`src/rtl/spi_inst_pkg.sv`:
```
// Shared constants for the SPI instruction sequencer:
// opcodes, FSM state encodings and data widths.
package spi_inst_pkg;

    localparam int BYTE_W = 8;
    localparam int WORD_W = 16;

    localparam logic [7:0] OP_EN      = 8'h01;
    localparam logic [7:0] OP_REG_WR  = 8'h02;
    localparam logic [7:0] OP_REG_RD  = 8'h03;
    localparam logic [7:0] OP_FIFO_WR = 8'h04;
    localparam logic [7:0] OP_FIFO_RD = 8'h05;
    localparam logic [7:0] OP_RAM_WR  = 8'h06;
    localparam logic [7:0] OP_RAM_RD  = 8'h07;

    // Each state names the byte expected next
    localparam logic [3:0] S_IDLE     = 4'd0;
    localparam logic [3:0] S_REG_ADDR = 4'd1;
    localparam logic [3:0] S_REG_HI   = 4'd2;
    localparam logic [3:0] S_REG_LO   = 4'd3;
    localparam logic [3:0] S_RAM_ADDR = 4'd4;
    localparam logic [3:0] S_LEN_HI   = 4'd5;
    localparam logic [3:0] S_LEN_LO   = 4'd6;
    localparam logic [3:0] S_DATA_HI  = 4'd7;
    localparam logic [3:0] S_DATA_LO  = 4'd8;

endpackage

```
`src/rtl/spi_inst_sequencer_if.sv`:
```
// Byte stream from the SPI slave plus the register, FIFO and RAM ports.
interface spi_inst_sequencer_if #(
    parameter int DEPTH_W = 8
);
    import spi_inst_pkg::*;

    logic              rx_valid;
    logic [BYTE_W-1:0] rx_byte;
    logic [BYTE_W-1:0] tx_byte;
    logic              enabled;
    logic              reg_we;
    logic [BYTE_W-1:0] reg_addr;
    logic [WORD_W-1:0] reg_wdata;
    logic [WORD_W-1:0] reg_rdata;
    logic              fifo_wr_en;
    logic [WORD_W-1:0] fifo_wdata;
    logic              fifo_full;
    logic              fifo_rd_en;
    logic [WORD_W-1:0] fifo_rdata;
    logic              fifo_empty;
    logic              ram_we;
    logic [DEPTH_W-1:0] ram_addr;
    logic [WORD_W-1:0] ram_wdata;
    logic [WORD_W-1:0] ram_rdata;

    modport master (
        input  rx_valid, rx_byte, reg_rdata, fifo_full,
        input  fifo_rdata, fifo_empty, ram_rdata,
        output tx_byte, enabled, reg_we, reg_addr, reg_wdata,
        output fifo_wr_en, fifo_wdata, fifo_rd_en,
        output ram_we, ram_addr, ram_wdata
    );

    modport slave (
        output rx_valid, rx_byte, reg_rdata, fifo_full,
        output fifo_rdata, fifo_empty, ram_rdata,
        input  tx_byte, enabled, reg_we, reg_addr, reg_wdata,
        input  fifo_wr_en, fifo_wdata, fifo_rd_en,
        input  ram_we, ram_addr, ram_wdata
    );

endinterface

```
`src/rtl/spi_inst_sequencer.sv`:
```
// Parses the SPI command byte stream, drives register/FIFO/RAM strobes
// and stages the reply byte for the next SPI byte slot.
module spi_inst_sequencer
    import spi_inst_pkg::*;
#(
    parameter int DEPTH_W = 8
) (
    input logic clk,
    input logic rst,
    spi_inst_sequencer_if.master bus
);
    localparam int OFF_W = DEPTH_W + 1;

    logic [3:0]         state_q, state_d;
    logic [7:0]         op_q, op_d;
    logic               enabled_q, enabled_d;
    logic [15:0]        cnt_q, cnt_d;
    logic [OFF_W-1:0]   off_q, off_d, off_inc;
    logic [7:0]         hi_q, hi_d;
    logic [7:0]         lo_q, lo_d;
    logic [7:0]         tx_q, tx_d;
    logic               fetch_q, fetch_d, fetch_ok_q, fetch_ok_d;
    logic               cap_q, cap_d, cap_ok_q, cap_ok_d;
    logic               reg_we_q, reg_we_d;
    logic [7:0]         reg_addr_q, reg_addr_d;
    logic [15:0]        reg_wdata_q, reg_wdata_d;
    logic               fifo_wr_en_q, fifo_wr_en_d;
    logic [15:0]        fifo_wdata_q, fifo_wdata_d;
    logic               fifo_rd_en_q, fifo_rd_en_d;
    logic               ram_we_q, ram_we_d;
    logic [DEPTH_W-1:0] ram_addr_q, ram_addr_d;
    logic [15:0]        ram_wdata_q, ram_wdata_d;
    logic [15:0]        len;
    logic [15:0]        src;
    logic               pf_req;
    logic               rd_op;

    // Bit DEPTH_W is sticky so a long burst never wraps back into range
    assign off_inc = off_q[DEPTH_W] ? off_q : off_q + OFF_W'(1);
    assign rd_op   = (op_q == OP_FIFO_RD) || (op_q == OP_RAM_RD);
    assign src     = (op_q == OP_REG_RD)  ? bus.reg_rdata  :
                     (op_q == OP_FIFO_RD) ? bus.fifo_rdata : bus.ram_rdata;

    always_comb begin
        state_d      = state_q;
        op_d         = op_q;
        enabled_d    = enabled_q;
        cnt_d        = cnt_q;
        off_d        = off_q;
        hi_d         = hi_q;
        lo_d         = lo_q;
        tx_d         = tx_q;
        fetch_d      = 1'b0;
        fetch_ok_d   = 1'b0;
        cap_d        = fetch_q;
        cap_ok_d     = fetch_ok_q;
        reg_we_d     = 1'b0;
        reg_addr_d   = reg_addr_q;
        reg_wdata_d  = reg_wdata_q;
        fifo_wr_en_d = 1'b0;
        fifo_wdata_d = fifo_wdata_q;
        fifo_rd_en_d = 1'b0;
        ram_we_d     = 1'b0;
        ram_addr_d   = ram_addr_q;
        ram_wdata_d  = ram_wdata_q;
        len          = {cnt_q[7:0], bus.rx_byte};
        pf_req       = 1'b0;

        // Fetched word lands two cycles after the prefetch decision
        if (cap_q) begin
            tx_d = cap_ok_q ? src[15:8] : 8'h00;
            lo_d = cap_ok_q ? src[7:0]  : 8'h00;
        end

        if (bus.rx_valid) begin
            tx_d = 8'h00;
            case (state_q)
                S_IDLE: begin
                    op_d = bus.rx_byte;
                    if (bus.rx_byte == OP_EN) begin
                        enabled_d = 1'b1;
                    end else if (enabled_q) begin
                        case (bus.rx_byte)
                            OP_REG_WR, OP_REG_RD:   state_d = S_REG_ADDR;
                            OP_FIFO_WR, OP_FIFO_RD: state_d = S_LEN_HI;
                            OP_RAM_WR, OP_RAM_RD:   state_d = S_RAM_ADDR;
                            default:                state_d = S_IDLE;
                        endcase
                    end
                end
                S_REG_ADDR: begin
                    reg_addr_d = bus.rx_byte;
                    state_d    = S_REG_HI;
                    if (op_q == OP_REG_RD) begin
                        fetch_d    = 1'b1;
                        fetch_ok_d = 1'b1;
                    end
                end
                S_REG_HI: begin
                    hi_d    = bus.rx_byte;
                    state_d = S_REG_LO;
                    if (op_q == OP_REG_RD) tx_d = lo_q;
                end
                S_REG_LO: begin
                    state_d = S_IDLE;
                    if (op_q == OP_REG_WR) begin
                        reg_we_d    = 1'b1;
                        reg_wdata_d = {hi_q, bus.rx_byte};
                    end
                end
                S_RAM_ADDR: begin
                    off_d   = OFF_W'(bus.rx_byte);
                    state_d = S_LEN_HI;
                end
                S_LEN_HI: begin
                    cnt_d   = {8'h00, bus.rx_byte};
                    state_d = S_LEN_LO;
                end
                S_LEN_LO: begin
                    cnt_d   = len;
                    state_d = (len == 16'd0) ? S_IDLE : S_DATA_HI;
                    pf_req  = (len != 16'd0);
                end
                S_DATA_HI: begin
                    hi_d    = bus.rx_byte;
                    state_d = S_DATA_LO;
                    if (rd_op) tx_d = lo_q;
                end
                S_DATA_LO: begin
                    cnt_d   = cnt_q - 16'd1;
                    state_d = (cnt_q == 16'd1) ? S_IDLE : S_DATA_HI;
                    pf_req  = (cnt_q != 16'd1);
                    if (op_q == OP_FIFO_WR && !bus.fifo_full) begin
                        fifo_wr_en_d = 1'b1;
                        fifo_wdata_d = {hi_q, bus.rx_byte};
                    end
                    if (op_q == OP_RAM_WR) begin
                        ram_we_d    = !off_q[DEPTH_W];
                        ram_addr_d  = off_q[DEPTH_W-1:0];
                        ram_wdata_d = {hi_q, bus.rx_byte};
                        off_d       = off_inc;
                    end
                end
                default: state_d = S_IDLE;
            endcase

            if (pf_req && op_q == OP_FIFO_RD) begin
                fetch_d      = 1'b1;
                fetch_ok_d   = !bus.fifo_empty;
                fifo_rd_en_d = !bus.fifo_empty;
            end
            if (pf_req && op_q == OP_RAM_RD) begin
                fetch_d    = 1'b1;
                fetch_ok_d = !off_q[DEPTH_W];
                ram_addr_d = off_q[DEPTH_W-1:0];
                off_d      = off_inc;
            end
        end
    end

    always_ff @(posedge clk or posedge rst) begin
        if (rst) begin
            state_q      <= S_IDLE;
            op_q         <= '0;
            enabled_q    <= 1'b0;
            cnt_q        <= '0;
            off_q        <= '0;
            hi_q         <= '0;
            lo_q         <= '0;
            tx_q         <= '0;
            fetch_q      <= 1'b0;
            fetch_ok_q   <= 1'b0;
            cap_q        <= 1'b0;
            cap_ok_q     <= 1'b0;
            reg_we_q     <= 1'b0;
            reg_addr_q   <= '0;
            reg_wdata_q  <= '0;
            fifo_wr_en_q <= 1'b0;
            fifo_wdata_q <= '0;
            fifo_rd_en_q <= 1'b0;
            ram_we_q     <= 1'b0;
            ram_addr_q   <= '0;
            ram_wdata_q  <= '0;
        end else begin
            state_q      <= state_d;
            op_q         <= op_d;
            enabled_q    <= enabled_d;
            cnt_q        <= cnt_d;
            off_q        <= off_d;
            hi_q         <= hi_d;
            lo_q         <= lo_d;
            tx_q         <= tx_d;
            fetch_q      <= fetch_d;
            fetch_ok_q   <= fetch_ok_d;
            cap_q        <= cap_d;
            cap_ok_q     <= cap_ok_d;
            reg_we_q     <= reg_we_d;
            reg_addr_q   <= reg_addr_d;
            reg_wdata_q  <= reg_wdata_d;
            fifo_wr_en_q <= fifo_wr_en_d;
            fifo_wdata_q <= fifo_wdata_d;
            fifo_rd_en_q <= fifo_rd_en_d;
            ram_we_q     <= ram_we_d;
            ram_addr_q   <= ram_addr_d;
            ram_wdata_q  <= ram_wdata_d;
        end
    end

    assign bus.tx_byte    = tx_q;
    assign bus.enabled    = enabled_q;
    assign bus.reg_we     = reg_we_q;
    assign bus.reg_addr   = reg_addr_q;
    assign bus.reg_wdata  = reg_wdata_q;
    assign bus.fifo_wr_en = fifo_wr_en_q;
    assign bus.fifo_wdata = fifo_wdata_q;
    assign bus.fifo_rd_en = fifo_rd_en_q;
    assign bus.ram_we     = ram_we_q;
    assign bus.ram_addr   = ram_addr_q;
    assign bus.ram_wdata  = ram_wdata_q;

endmodule

```
`src/flat_wrapper.sv`:
```
// flat-port wrapper written by rule: the top's interface ports become plain ports
module spi_inst_sequencer_flat import spi_inst_pkg::*;
#(
    parameter int DEPTH_W = 8
)
  (clk, rst, bus_rx_valid, bus_rx_byte, bus_reg_rdata, bus_fifo_full, bus_fifo_rdata, bus_fifo_empty, bus_ram_rdata, bus_tx_byte, bus_enabled, bus_reg_we, bus_reg_addr, bus_reg_wdata, bus_fifo_wr_en, bus_fifo_wdata, bus_fifo_rd_en, bus_ram_we, bus_ram_addr, bus_ram_wdata);
  spi_inst_sequencer_if #(.DEPTH_W(DEPTH_W)) bus_i ();
  input logic clk;
  input logic rst;
  input wire logic [$bits(bus_i.rx_valid)-1:0] bus_rx_valid;
  input wire logic [$bits(bus_i.rx_byte)-1:0] bus_rx_byte;
  input wire logic [$bits(bus_i.reg_rdata)-1:0] bus_reg_rdata;
  input wire logic [$bits(bus_i.fifo_full)-1:0] bus_fifo_full;
  input wire logic [$bits(bus_i.fifo_rdata)-1:0] bus_fifo_rdata;
  input wire logic [$bits(bus_i.fifo_empty)-1:0] bus_fifo_empty;
  input wire logic [$bits(bus_i.ram_rdata)-1:0] bus_ram_rdata;
  output wire logic [$bits(bus_i.tx_byte)-1:0] bus_tx_byte;
  output wire logic [$bits(bus_i.enabled)-1:0] bus_enabled;
  output wire logic [$bits(bus_i.reg_we)-1:0] bus_reg_we;
  output wire logic [$bits(bus_i.reg_addr)-1:0] bus_reg_addr;
  output wire logic [$bits(bus_i.reg_wdata)-1:0] bus_reg_wdata;
  output wire logic [$bits(bus_i.fifo_wr_en)-1:0] bus_fifo_wr_en;
  output wire logic [$bits(bus_i.fifo_wdata)-1:0] bus_fifo_wdata;
  output wire logic [$bits(bus_i.fifo_rd_en)-1:0] bus_fifo_rd_en;
  output wire logic [$bits(bus_i.ram_we)-1:0] bus_ram_we;
  output wire logic [$bits(bus_i.ram_addr)-1:0] bus_ram_addr;
  output wire logic [$bits(bus_i.ram_wdata)-1:0] bus_ram_wdata;
  assign bus_i.rx_valid = bus_rx_valid;
  assign bus_i.rx_byte = bus_rx_byte;
  assign bus_i.reg_rdata = bus_reg_rdata;
  assign bus_i.fifo_full = bus_fifo_full;
  assign bus_i.fifo_rdata = bus_fifo_rdata;
  assign bus_i.fifo_empty = bus_fifo_empty;
  assign bus_i.ram_rdata = bus_ram_rdata;
  assign bus_tx_byte = bus_i.tx_byte;
  assign bus_enabled = bus_i.enabled;
  assign bus_reg_we = bus_i.reg_we;
  assign bus_reg_addr = bus_i.reg_addr;
  assign bus_reg_wdata = bus_i.reg_wdata;
  assign bus_fifo_wr_en = bus_i.fifo_wr_en;
  assign bus_fifo_wdata = bus_i.fifo_wdata;
  assign bus_fifo_rd_en = bus_i.fifo_rd_en;
  assign bus_ram_we = bus_i.ram_we;
  assign bus_ram_addr = bus_i.ram_addr;
  assign bus_ram_wdata = bus_i.ram_wdata;
  spi_inst_sequencer #(.DEPTH_W(DEPTH_W)) u_core (.clk(clk), .rst(rst), .bus(bus_i));
endmodule
```
`config.mk`:
```
export PLATFORM = sky130hd
export DESIGN_NAME = spi_inst_sequencer_flat
export DESIGN_NICKNAME = d
export VERILOG_FILES = /design/src/rtl/spi_inst_pkg.sv /design/src/rtl/spi_inst_sequencer_if.sv /design/src/rtl/spi_inst_sequencer.sv /design/src/flat_wrapper.sv
export SDC_FILE = /design/constraint.sdc
export NUM_CORES = 1
export LEC_CHECK = 0
export CAP_MARGIN = 20
export CORE_AREA = 2 2 112 114
export DETAILED_ROUTE_END_ITERATION = 10
export DIE_AREA = 0 0 114 116
export PLACE_DENSITY = 0.84
export SLEW_MARGIN = 20
export SYNTH_ARGS = -nofsm -noshare
export SYNTH_HDL_FRONTEND = slang
export SYNTH_SLANG_ARGS = --single-unit
```
`constraint.sdc`:
```
create_clock -name clk -period 11 [get_ports clk]
set_input_delay 1.1 -clock clk [delete_from_list [all_inputs] [get_ports clk]]
set_output_delay 1.1 -clock clk [all_outputs]
set_load 0.005 [all_outputs]
```
==> impl_metrics.toml, run 1 <==
[status]
run_status = "complete, no violations"

[power]
ir_drop_mv = 0.119
pwr_density_cell_nw_per_um2 = 188
p_total_uw = 1590
power_leakage_uw = 0.00368

[global_route]
grt_first_pass_wirelength_um = 28000
use_met1_pct = 33.7
maximum_number_of_pins_on_one_net_before_global_route_repair = 78
antenna_violations_before_repair = 0
use_met2_pct = 45.4
globalRouteOverflowTotal = 0
grt_most_used_layer = "met2"
grt_util_met3_pct = 8.26
via_count_of_the_first_global_routing_pass = 5476
all_layer_gr_usage_pct = 27.3

[setup_path]
critPathSlowestCell = "sky130_fd_sc_hd__clkdlybuf4s50_1"
crit_path_most_repeated_cell = "sky130_fd_sc_hd__a21oi_1"
ff2ff_path_depth = 6
worstSetupEndpointType = "register"
worstPathCellList = "clkdlybuf4s50_1 -> nand3_1 -> nor4_4 -> nor2_1 -> a21boi_2 -> a21oi_1 -> a21oi_1"
critPathBufInv = 1
cell_family_contributing_the_most_delay_on_the_critical_path = "buffers and inverters"
setup.worst_path.start_class = "primary input"
timing.critical_path.fanout_max = 22
path_class = "primary input to register"
regToRegEndpoint = "u_core.off_q[2]"
reg2reg_slack_ps = 7570
critical_path.max_stage_delay_ps = 990
timing.rr.start = "u_core.state_q[1]"
worst-endpoint-required_ps = 11330
cp_data_arrival_time_ps = 3900

[clock_tree]
post_cts.resized_instances = 0
cts.sink_count = 134
clkSlewWorstSetupHoldPaths_ps = 60
tritoncts = "yes"
cts_hold_buf = 0
clockBufferDepth = 2
post-cts-setup-buffers = 0
cts-root-buf = "sky130_fd_sc_hd__clkbuf_16"
cts_htree_levels = 4
clock_insertion_delay_worst_skew_ps = 410
numCtsBuffers = 17

[placed_design]
port_buffers = 137
hpwl_um = 11600
gpl.final_weighted_congestion = 0.881

[logic_synthesis]
postSynth.topFlopCell = "sky130_fd_sc_hd__dfrtp_1"
synth_seq_area_share_pct = 51.9
synth_cell_type_count = 60
synthesis.nets = 690
synth_edf_count = 0
cell_area_after_synthesis_sq_um = 6460
ys.warnings.count = 0
ys_async_sr_fraction_pct = 100
syn_inst_count = 625
postSynthRegisterBits = 134
avgSynthCellArea_sq_um = 10.3

[layout]
total_inserted_antenna_cells = 0
areaGrowthSynthToFinish_pct = 30.7
final_util_pct = 70.9
finish.net_count = 809
layout-drive-gt1-share_pct = 15.5

[routing]
dr.pass1.iters = 6
drt-total-wl_um = 17500
dr_total_vias = 5462
initialDrtViolationCount = 506
routed_via_density = 6.05
detail-route-antenna-nets = 0
residual_drc = 0
wire_per_inst_um = 19.4

[sta]
timing_worst_slew_pin_value_ps = 1040
finalClockSkew_ps = 10.7
max_freq_ghz = 0.281
final.min_clock_period_ps = 3560
slew_headroom_pct = 30.7
final_hold_vios = 0
setup_viol_count_final = 0
timing.setup.tns_ps = 0
final_min_period_over_clock_period_pct = 32.4
drv_slew = 0
rsz0062_at_grt = "no"

[hold_path]
worst_hold_path.num_cells = 0
worstHoldPathType = "register to register"
hold_end = "u_core.cap_ok_q"
worst_hold_startpoint = "u_core.cap_ok_d"

[floorplanning]
effective_utilization_at_floorplan_pct = 54.2
ios = 138
chipWidth_um = 114
coreArea_sq_um = 11900
std_cell_rows = 40
dieArea_sq_um = 13200
chipHeight_um = 116

[job]
max_cap_viol_count = 0
## area by class of cell
type / instances / area, sq um
clock buffers: 20 / 467
clock inverters: 11 / 126
fillers: 827 / 3470
inverters: 19 / 78.8
multi-input cells: 429 / 2810
flip-flops and latches: 134 / 3350
well taps: 147 / 184
repair buffers: 143 / 1420
## where the power goes
group / total (uW) / internal [uW] / switching [uW]
combinational: 336 / 167 / 169
sequential: 694 / 583 / 111
clock: 560 / 350 / 210
total: 1590 / 1100 / 490
## kinds of logic after synthesis
logic type,after synthesis,synth area share (%)
simple gates,203,15.3
compound gates,139,13.2
flops,134,51.9
mux,81,13.8
buf+inv,62,4.73
fa+ha+maj,4,0.775
xor+xnor,2,0.271
## state kept, by name (all words and copies together), names as in the netlist
signal,cells
u_core.bus.reg_we,1
u_core.hi_q,8
u_core.cap_q,1
u_core.cnt_q,16
u_core.bus.tx_byte,8
u_core.bus.fifo_wdata,16
u_core.state_q,4
u_core.off_q,9
u_core.cap_ok_q,1
u_core.bus.reg_wdata,16
u_core.lo_q,8
u_core.bus.fifo_wr_en,1
u_core.cap_ok_d,1
u_core.bus.fifo_rd_en,1
u_core.bus.ram_addr,8
u_core.cap_d,1
u_core.bus.ram_wdata,16
u_core.op_q,8
u_core.bus.reg_addr,8
u_core.bus.ram_we,1
u_core.bus.enabled,1
## synth_stat cells (all sizes together), types with 2 or more instances
library cell | number | share of area (%)
a21boi | 2 | 0.29
a21o | 3 | 0.35
a21oi | 28 | 2.2
a22o | 3 | 0.41
a22oi | 4 | 0.46
a31o | 2 | 0.27
a31oi | 17 | 1.6
a32oi | 7 | 0.95
a41oi | 2 | 0.27
and3 | 7 | 0.68
buf | 19 | 2.1
clkbuf | 24 | 1.4
dfrtp | 134 | 52
ha | 4 | 0.77
inv | 18 | 1.0
mux2 | 64 | 11
mux2i | 17 | 2.6
nand2 | 95 | 5.5
nand2b | 4 | 0.39
nand3 | 13 | 1.0
nand4 | 4 | 0.39
nor2 | 32 | 1.9
nor2b | 2 | 0.19
nor3 | 17 | 1.4
nor4 | 9 | 1.2
nor4b | 4 | 0.74
o211ai | 9 | 1.0
o21ai | 43 | 3.3
o22ai | 13 | 1.3
or2 | 5 | 0.48
or3 | 2 | 0.19
or4 | 2 | 0.35
xor2 | 2 | 0.27
## layer usage
| layer | routed length, um | share of wire (%) |
|---|---|---|
| met1 | 6880 | 39 |
| met2 | 8380 | 48 |
| met3 | 1720 | 9.8 |
| met4 | 523 | 3.0 |
| met5 | 0 | 0 |
## how the worst max path moves through the flow
stage / startpoint / to / slack [ps] / cells after the start
2_1_floorplan: rst / u_core.bus.enabled / 6320 / 1
3_3_place_gp: bus_rx_valid / u_core.off_q[6] / 6800 / 7
3_5_place_dp: bus_rx_valid / u_core.off_q[1] / 6670 / 7
4_1_cts: bus_rx_valid / u_core.off_q[2] / 7050 / 7
5_1_grt: bus_rx_valid / u_core.off_q[2] / 7220 / 7
6_report: bus_rx_valid / u_core.off_q[2] / 7440 / 7
## cells in the final DEF (no fill, tap or decap), types with 3 or more instances in the layout
cell | Yosys | routed
sky130_fd_sc_hd__o211ai_1 | 9 | 9
sky130_fd_sc_hd__nand2b_1 | 4 | 4
sky130_fd_sc_hd__inv_1 | 18 | 17
sky130_fd_sc_hd__or2_2 | 4 | 4
sky130_fd_sc_hd__a32oi_1 | 7 | 7
sky130_fd_sc_hd__dfrtp_1 | 134 | 134
sky130_fd_sc_hd__a22oi_1 | 4 | 4
sky130_fd_sc_hd__mux2_2 | 61 | 61
sky130_fd_sc_hd__mux2i_1 | 17 | 17
sky130_fd_sc_hd__o22ai_1 | 13 | 13
sky130_fd_sc_hd__o21ai_0 | 42 | 42
sky130_fd_sc_hd__nor3_2 | 1 | 3
sky130_fd_sc_hd__nand4_1 | 4 | 4
sky130_fd_sc_hd__a21oi_1 | 28 | 28
sky130_fd_sc_hd__mux2_1 | 3 | 3
sky130_fd_sc_hd__nor3_1 | 16 | 14
sky130_fd_sc_hd__clkdlybuf4s50_1 | 0 | 137
sky130_fd_sc_hd__clkinv_4 | 1 | 4
sky130_fd_sc_hd__buf_4 | 2 | 5
sky130_fd_sc_hd__a22o_1 | 3 | 3
sky130_fd_sc_hd__clkbuf_16 | 0 | 17
sky130_fd_sc_hd__a31oi_1 | 17 | 17
sky130_fd_sc_hd__nand2_1 | 95 | 95
sky130_fd_sc_hd__and3_1 | 7 | 7
sky130_fd_sc_hd__nor4_1 | 7 | 7
sky130_fd_sc_hd__clkinvlp_4 | 0 | 4
sky130_fd_sc_hd__a21o_1 | 3 | 3
sky130_fd_sc_hd__clkbuf_8 | 0 | 3
sky130_fd_sc_hd__nor2_1 | 32 | 32
sky130_fd_sc_hd__nand3_1 | 13 | 13
sky130_fd_sc_hd__ha_1 | 4 | 4
## metrics by stage
stage                     std cells  worst slack [ps]  cell area [sq um]  hold slack [ps]
final                           903              7440               8440              348
after CTS                       902              7050               8430              351
after floorplan                 625              6320               6460              331
after global placement          871              6800               7830              334
after global routing            903              7220               8440              370
after detailed placement        871              6670               7840              338
## worst register-to-register path: cells and delay by family, from the launching register on
kind | cells | cell delay [ps]
compound gates | 3 | 870
simple gates | 3 | 1940
flops | 1 | 540
No activity file was read; power rests on OpenSTA's default activity.
==> run 2, diff against run 1 <==
--- a/config.mk
+++ b/config.mk
@@ -6,10 +6,10 @@
 export NUM_CORES = 1
 export LEC_CHECK = 0
 export CAP_MARGIN = 20
-export CORE_AREA = 2 2 112 114
+export CORE_AREA = 2 2 116 118
 export DETAILED_ROUTE_END_ITERATION = 10
-export DIE_AREA = 0 0 114 116
-export PLACE_DENSITY = 0.84
+export DIE_AREA = 0 0 118 120
+export PLACE_DENSITY = 0.79
 export SLEW_MARGIN = 20
 export SYNTH_ARGS = -nofsm -noshare
 export SYNTH_HDL_FRONTEND = slang
==> constraint.sdc (replaced) <==
create_clock -name clk -period 3.7 [get_ports clk]
set_input_delay 0.37 -clock clk [delete_from_list [all_inputs] [get_ports clk]]
set_output_delay 0.37 -clock clk [all_outputs]
set_load 0.005 [all_outputs]
==> run 2 against run 1 <==
Compared with the run above: utilization fell by 4.9 points; combinational power increased to 2.9 times the previous value; flip-flop and latch count stayed put; sequential power increased to 3.0 times the previous value; count of clock-buffer cells in the layout shrank 2; non-clock buffer count is 9 higher; final cell count up 4.3%; power rose to 3.0 times the previous value.
==> impl_metrics.toml, run 2 (synthesis gave the netlist of run 1 again) <==
[clock_tree]
tritoncts = "yes"
cts.sink_count = 134
post_cts.resized_instances = 0
cts_htree_levels = 4
cts_hold_buf = 0
numCtsBuffers = 17
clock_insertion_delay_worst_skew_ps = 430
post-cts-setup-buffers = 0
clockBufferDepth = 2
cts-root-buf = "sky130_fd_sc_hd__clkbuf_16"
clkSlewWorstSetupHoldPaths_ps = 60

[setup_path]
worstSetupPathDepth = 6
regToRegEndpoint = "u_core.off_q[2]"
worst-endpoint-required_ps = 4050
worstSetupEndpointType = "register"
setup.worst_path.start_class = "register"
worstPathCellList = "or4b_1 -> nor4_1 -> a32oi_1 -> a21boi_2 -> a21oi_1 -> a21oi_1"
critPathSlowestCell = "sky130_fd_sc_hd__or4b_1"
cell_family_contributing_the_most_delay_on_the_critical_path = "simple AND/OR/NAND/NOR gates"
critical_path.max_stage_delay_ps = 980
crit_path_most_repeated_cell = "sky130_fd_sc_hd__a21oi_1"
cp_data_arrival_time_ps = 3400
timing.rr.start = "u_core.state_q[1]"
ff2ff_path_depth = 6
reg2reg_slack_ps = 650
critPathBufInv = 0
timing.critical_path.fanout_max = 27
path_class = "register to register"

[routing]
routed_via_density = 5.70
dr.pass1.iters = 5
detail-route-antenna-nets = 0
dr_total_vias = 5366
residual_drc = 0
wire_per_inst_um = 18.0
initialDrtViolationCount = 468
drt-total-wl_um = 17000

[floorplanning]
std_cell_rows = 42
dieArea_sq_um = 14200
effective_utilization_at_floorplan_pct = 49.8
chipHeight_um = 120
chipWidth_um = 118
coreArea_sq_um = 13000
ios = 138

[placed_design]
hpwl_um = 11800
gpl.final_weighted_congestion = 0.886
place_area_sq_um = 7960
port_buffers = 137
worst_slack_after_detailed_placement_ps = 776

[layout]
finish.net_count = 818
mostFrequentLayoutCell = "sky130_fd_sc_hd__clkdlybuf4s50_1"
areaGrowthSynthToFinish_pct = 32.5
total_inserted_antenna_cells = 0
postLayoutCellArea_sq_um = 8560
most-common-layout-cells = "sky130_fd_sc_hd__clkdlybuf4s50_1, sky130_fd_sc_hd__dfrtp_1, sky130_fd_sc_hd__nand2_1"
layout-drive-gt1-share_pct = 16.4

[sta]
timing_worst_slew_pin_value_ps = 926
final_min_period_over_clock_period_pct = 82.5
final.min_clock_period_ps = 3050
postLayoutSetupSlackWorst_ps = 649
slew_headroom_pct = 38.3
finalClockSkew_ps = 10.1
final_hold_vios = 0
timing.setup.tns_ps = 0
rsz0062_at_grt = "no"
max_freq_ghz = 0.328
setup_viol_count_final = 0
drv_slew = 0

[power]
ir_drop_mv = 0.346
power_leakage_uw = 0.00374
pwr_density_cell_nw_per_um2 = 555
p_total_uw = 4750

[hold_path]
worstHoldPathType = "primary input to async pin"

[global_route]
globalRouteOverflowTotal = 0
antenna_violations_before_repair = 0
maximum_number_of_pins_on_one_net_before_global_route_repair = 130
all_layer_gr_usage_pct = 25.1
via_count_of_the_first_global_routing_pass = 5366
grt_first_pass_wirelength_um = 28000

[status]
run_status = "complete, no violations"

[job]
max_cap_viol_count = 0
run 2: cell count changes in the layout (fill, tap and decap cells not counted), sizes merged:
cell      change
inv           +7
clkinv        -3
buf           +9
clkinvlp      -1
clkbuf        -2
run 2: cell type report:
cell class                      count  area [sq um]
Fill cell                         968          4420
Sequential cell                   134          3350
Multi-Input combinational cell    429          2810
Timing Repair Buffer              152          1500
Clock buffer                       18           439
Tap cell                          176           220
Clock inverter                     14           161
Inverter                           19          80.1
run 2: metal layers:
layer	vias to the layer above	wire length [um]	GRT usage, %
li1	2492	-	-
met1	2611	7070	30.9
met2	240	8200	41.2
met3	23	1430	8.60
met4	0	286	9.19
met5	-	0	0
run 2: worst max path at each step:
stage,startpoint,slack (ps),to
after floorplan,u_core.op_q[4],1260,u_core.bus.fifo_wdata[0]
after CTS,u_core.state_q[0],750,u_core.off_q[3]
after global placement,bus_rx_byte[1],880,u_core.bus.ram_addr[7]
after global routing,u_core.state_q[0],460,u_core.off_q[3]
final,u_core.state_q[1],650,u_core.off_q[2]
after detailed placement,u_core.state_q[1],780,u_core.off_q[3]
run 2: report_power, final:
group          internal [uW]  switching [uW]
clock network           1030             681
logic                    506             483
registers               1730             323
total                   3260            1490
run 2: stage by stage:
stage / instances / hold slack (ps) / utilization [%]
floorplan: 625 / 331 / -
global placement: 910 / 334 / 61.3
detailed placement: 910 / 336 / 61.3
CTS: 942 / 193 / 65.9
global route: 942 / 206 / 65.9
finish: 942 / 200 / 65.9
run 2: worst register-to-register path: stages, from the launching register on:
cell and delay [ps]:
sky130_fd_sc_hd__dfrtp_1 530, sky130_fd_sc_hd__or4b_1 990, sky130_fd_sc_hd__nor4_1 480, sky130_fd_sc_hd__a32oi_1 150, sky130_fd_sc_hd__a21boi_2 520, sky130_fd_sc_hd__a21oi_1 160, sky130_fd_sc_hd__a21oi_1 150
==> RTL edit, RTL diff (flow settings as in run 2) <==
Reset style: synchronous (`rst`), changed in one clocked block.
--- a/src/rtl/spi_inst_sequencer.sv
+++ b/src/rtl/spi_inst_sequencer.sv
@@ -159,5 +159,5 @@
     end
 
-    always_ff @(posedge clk or posedge rst) begin
+    always_ff @(posedge clk) begin
         if (rst) begin
             state_q      <= S_IDLE;
Function: differs if rst is asserted again (counterexample within 4 cycles, from zero or initial values and one cycle with rst high); with rst held inactive, the same outputs for 4 cycles.
==> RTL edit against run 2 <==
Via count is 7.5% higher; synthesized cell count is 19% higher; routed wire length is 0.72% higher; design area is 4.5% lower; sequential cell count stayed put; worst setup slack better by 0.18 ns; synthesized area is 4.5% lower; critical endpoint is now u_core.bus.ram_addr[4]; largest cell class is now multi-input combinational cells; highest routed layer unchanged.
Power is not compared: it rests on default switching activity, and its combinational part moved more than twofold at a synthesized area within 25%.
==> RTL edit: results (changes against run 2) <==
metric,value,unit,change
critPathSlowestCell,o21ai_1,,was or4b_1
cp_slowest_stage_delay,0.86,ns,was 0.98 ns
r2r_slack,0.83,ns,was 0.65 ns
grt_pass1_wl,27.72,mm,was 28.03 mm
regToRegStartpoint,u_core.state_q[1],,unchanged
grt_max_degree,55,,was 130
dp_hpwl,11.85,mm,was 11.81 mm
syn-num-nets,811,,was 690
critPathTopFamily,compound AO/OA/AOI/OAI gates,,was simple AND/OR/NAND/NOR gates
drt_wl_total,17.11,mm,was 16.99 mm
tightestPinTransition,1.039,ns,was 0.9257 ns
skew,0.009941,ns,was 0.01006 ns
drive_gt1_frac,0.07176,,was 0.1645
nNetsFinal,916,,was 818
gr-usage-all-layers,0.2426,,was 0.2510
viasPerCell,5.548,,was 5.696
placed_area,0.007594,mm²,was 0.007955 mm²
synth_seq_area_share,0.4351,,was 0.5192
synthTopCellsByCount,"134 x dfxtp_1, 102 x nor2_1, 96 x nand2_1, 76 x a21oi_1, 67 x mux2i_1",,"was 134 x dfrtp_1, 95 x nand2_1, 61 x mux2_2, 42 x o21ai_0, 32 x nor2_1"
synthTopCellsByArea,"dfxtp_1 44%, mux2i_1 11%, nor2_1 6.2%",,"was dfrtp_1 52%, mux2_2 11%, nand2_1 5.5%"
drt_iter0_drc,587,,was 468
ys_types,59,,was 60
diodes,0,,unchanged
cts_buffers,17,,unchanged
grt_pass1_vias,5342,,was 5366
gp_congestion,0.8833,,was 0.8857
min_path_type,input port to flop,,was input port to asynchronous set/reset pin
critPathMaxFanout,15,,was 27
ys_async_sr_fraction,0,,was 1.000
status,"complete, no violations",,unchanged
crit_end,u_core.bus.ram_addr[4],,was u_core.off_q[2]
[RTL edit: kinds of logic after synthesis]
| group | share of synthesized area |
|---|---|
| buf+inv | 0.05174 |
| simple gates | 0.2236 |
| flops | 0.4351 |
| mux | 0.1142 |
| fa+ha+maj | 0.008117 |
| compound gates | 0.1644 |
| xor+xnor | 0.002841 |
[RTL edit: power by group]
part / switching (µW) / internal (µW)
clock: 744 / 904
sequential: 7.89 / 1450
combinational: 87.3 / 93.3
[RTL edit: cell type report]
type	instances	area, µm²
timing repair buffer	153	1489
multi-input combinational	535	3164
inverter	10	37.54
sequential	134	2683
clock buffer	17	425.4
fill	1093	4806
tap	176	220.2
clock inverter	15	155.1
[RTL edit: how the worst min path moves through the flow]
stage | startpoint | to | slack [ns] | depth (start not counted)
after floorplan | u_core.cap_ok_d | u_core.cap_ok_q | 0.41 | 1
after global placement | u_core.cap_ok_d | u_core.cap_ok_q | 0.42 | 1
after detailed placement | u_core.cap_d | u_core.cap_q | 0.43 | 1
after CTS | rst | u_core.cnt_q[9] | 0.33 | 2
after global routing | rst | u_core.cap_q | 0.35 | 2
final | rst | u_core.cnt_q[9] | 0.34 | 2
[RTL edit: per-stage QoR]
step	setup WS (ns)	cells
floorplan	1.322	746
global placement	0.7498	1008
detailed placement	0.7140	1008
CTS	0.9071	1040
global route	0.6714	1040
finish	0.8253	1040
[RTL edit: worst reg2reg max path, cell delays in order, from the launching register on]
cell and delay (ns):
dfxtp_1 0.44, nor2_1 0.30, and3_1 0.63, a22oi_1 0.20
o21ai_1 0.86, mux2i_1 0.28, nor2_1 0.06
[RTL edit: per-layer routing]
metal,up-vias,part of all wire,global-route usage
li1,2831,-,-
met1,2653,0.44,0.3027
met2,256,0.45,0.3928
met3,30,0.088,0.08603
met4,0,0.020,0.07756
met5,-,0,0
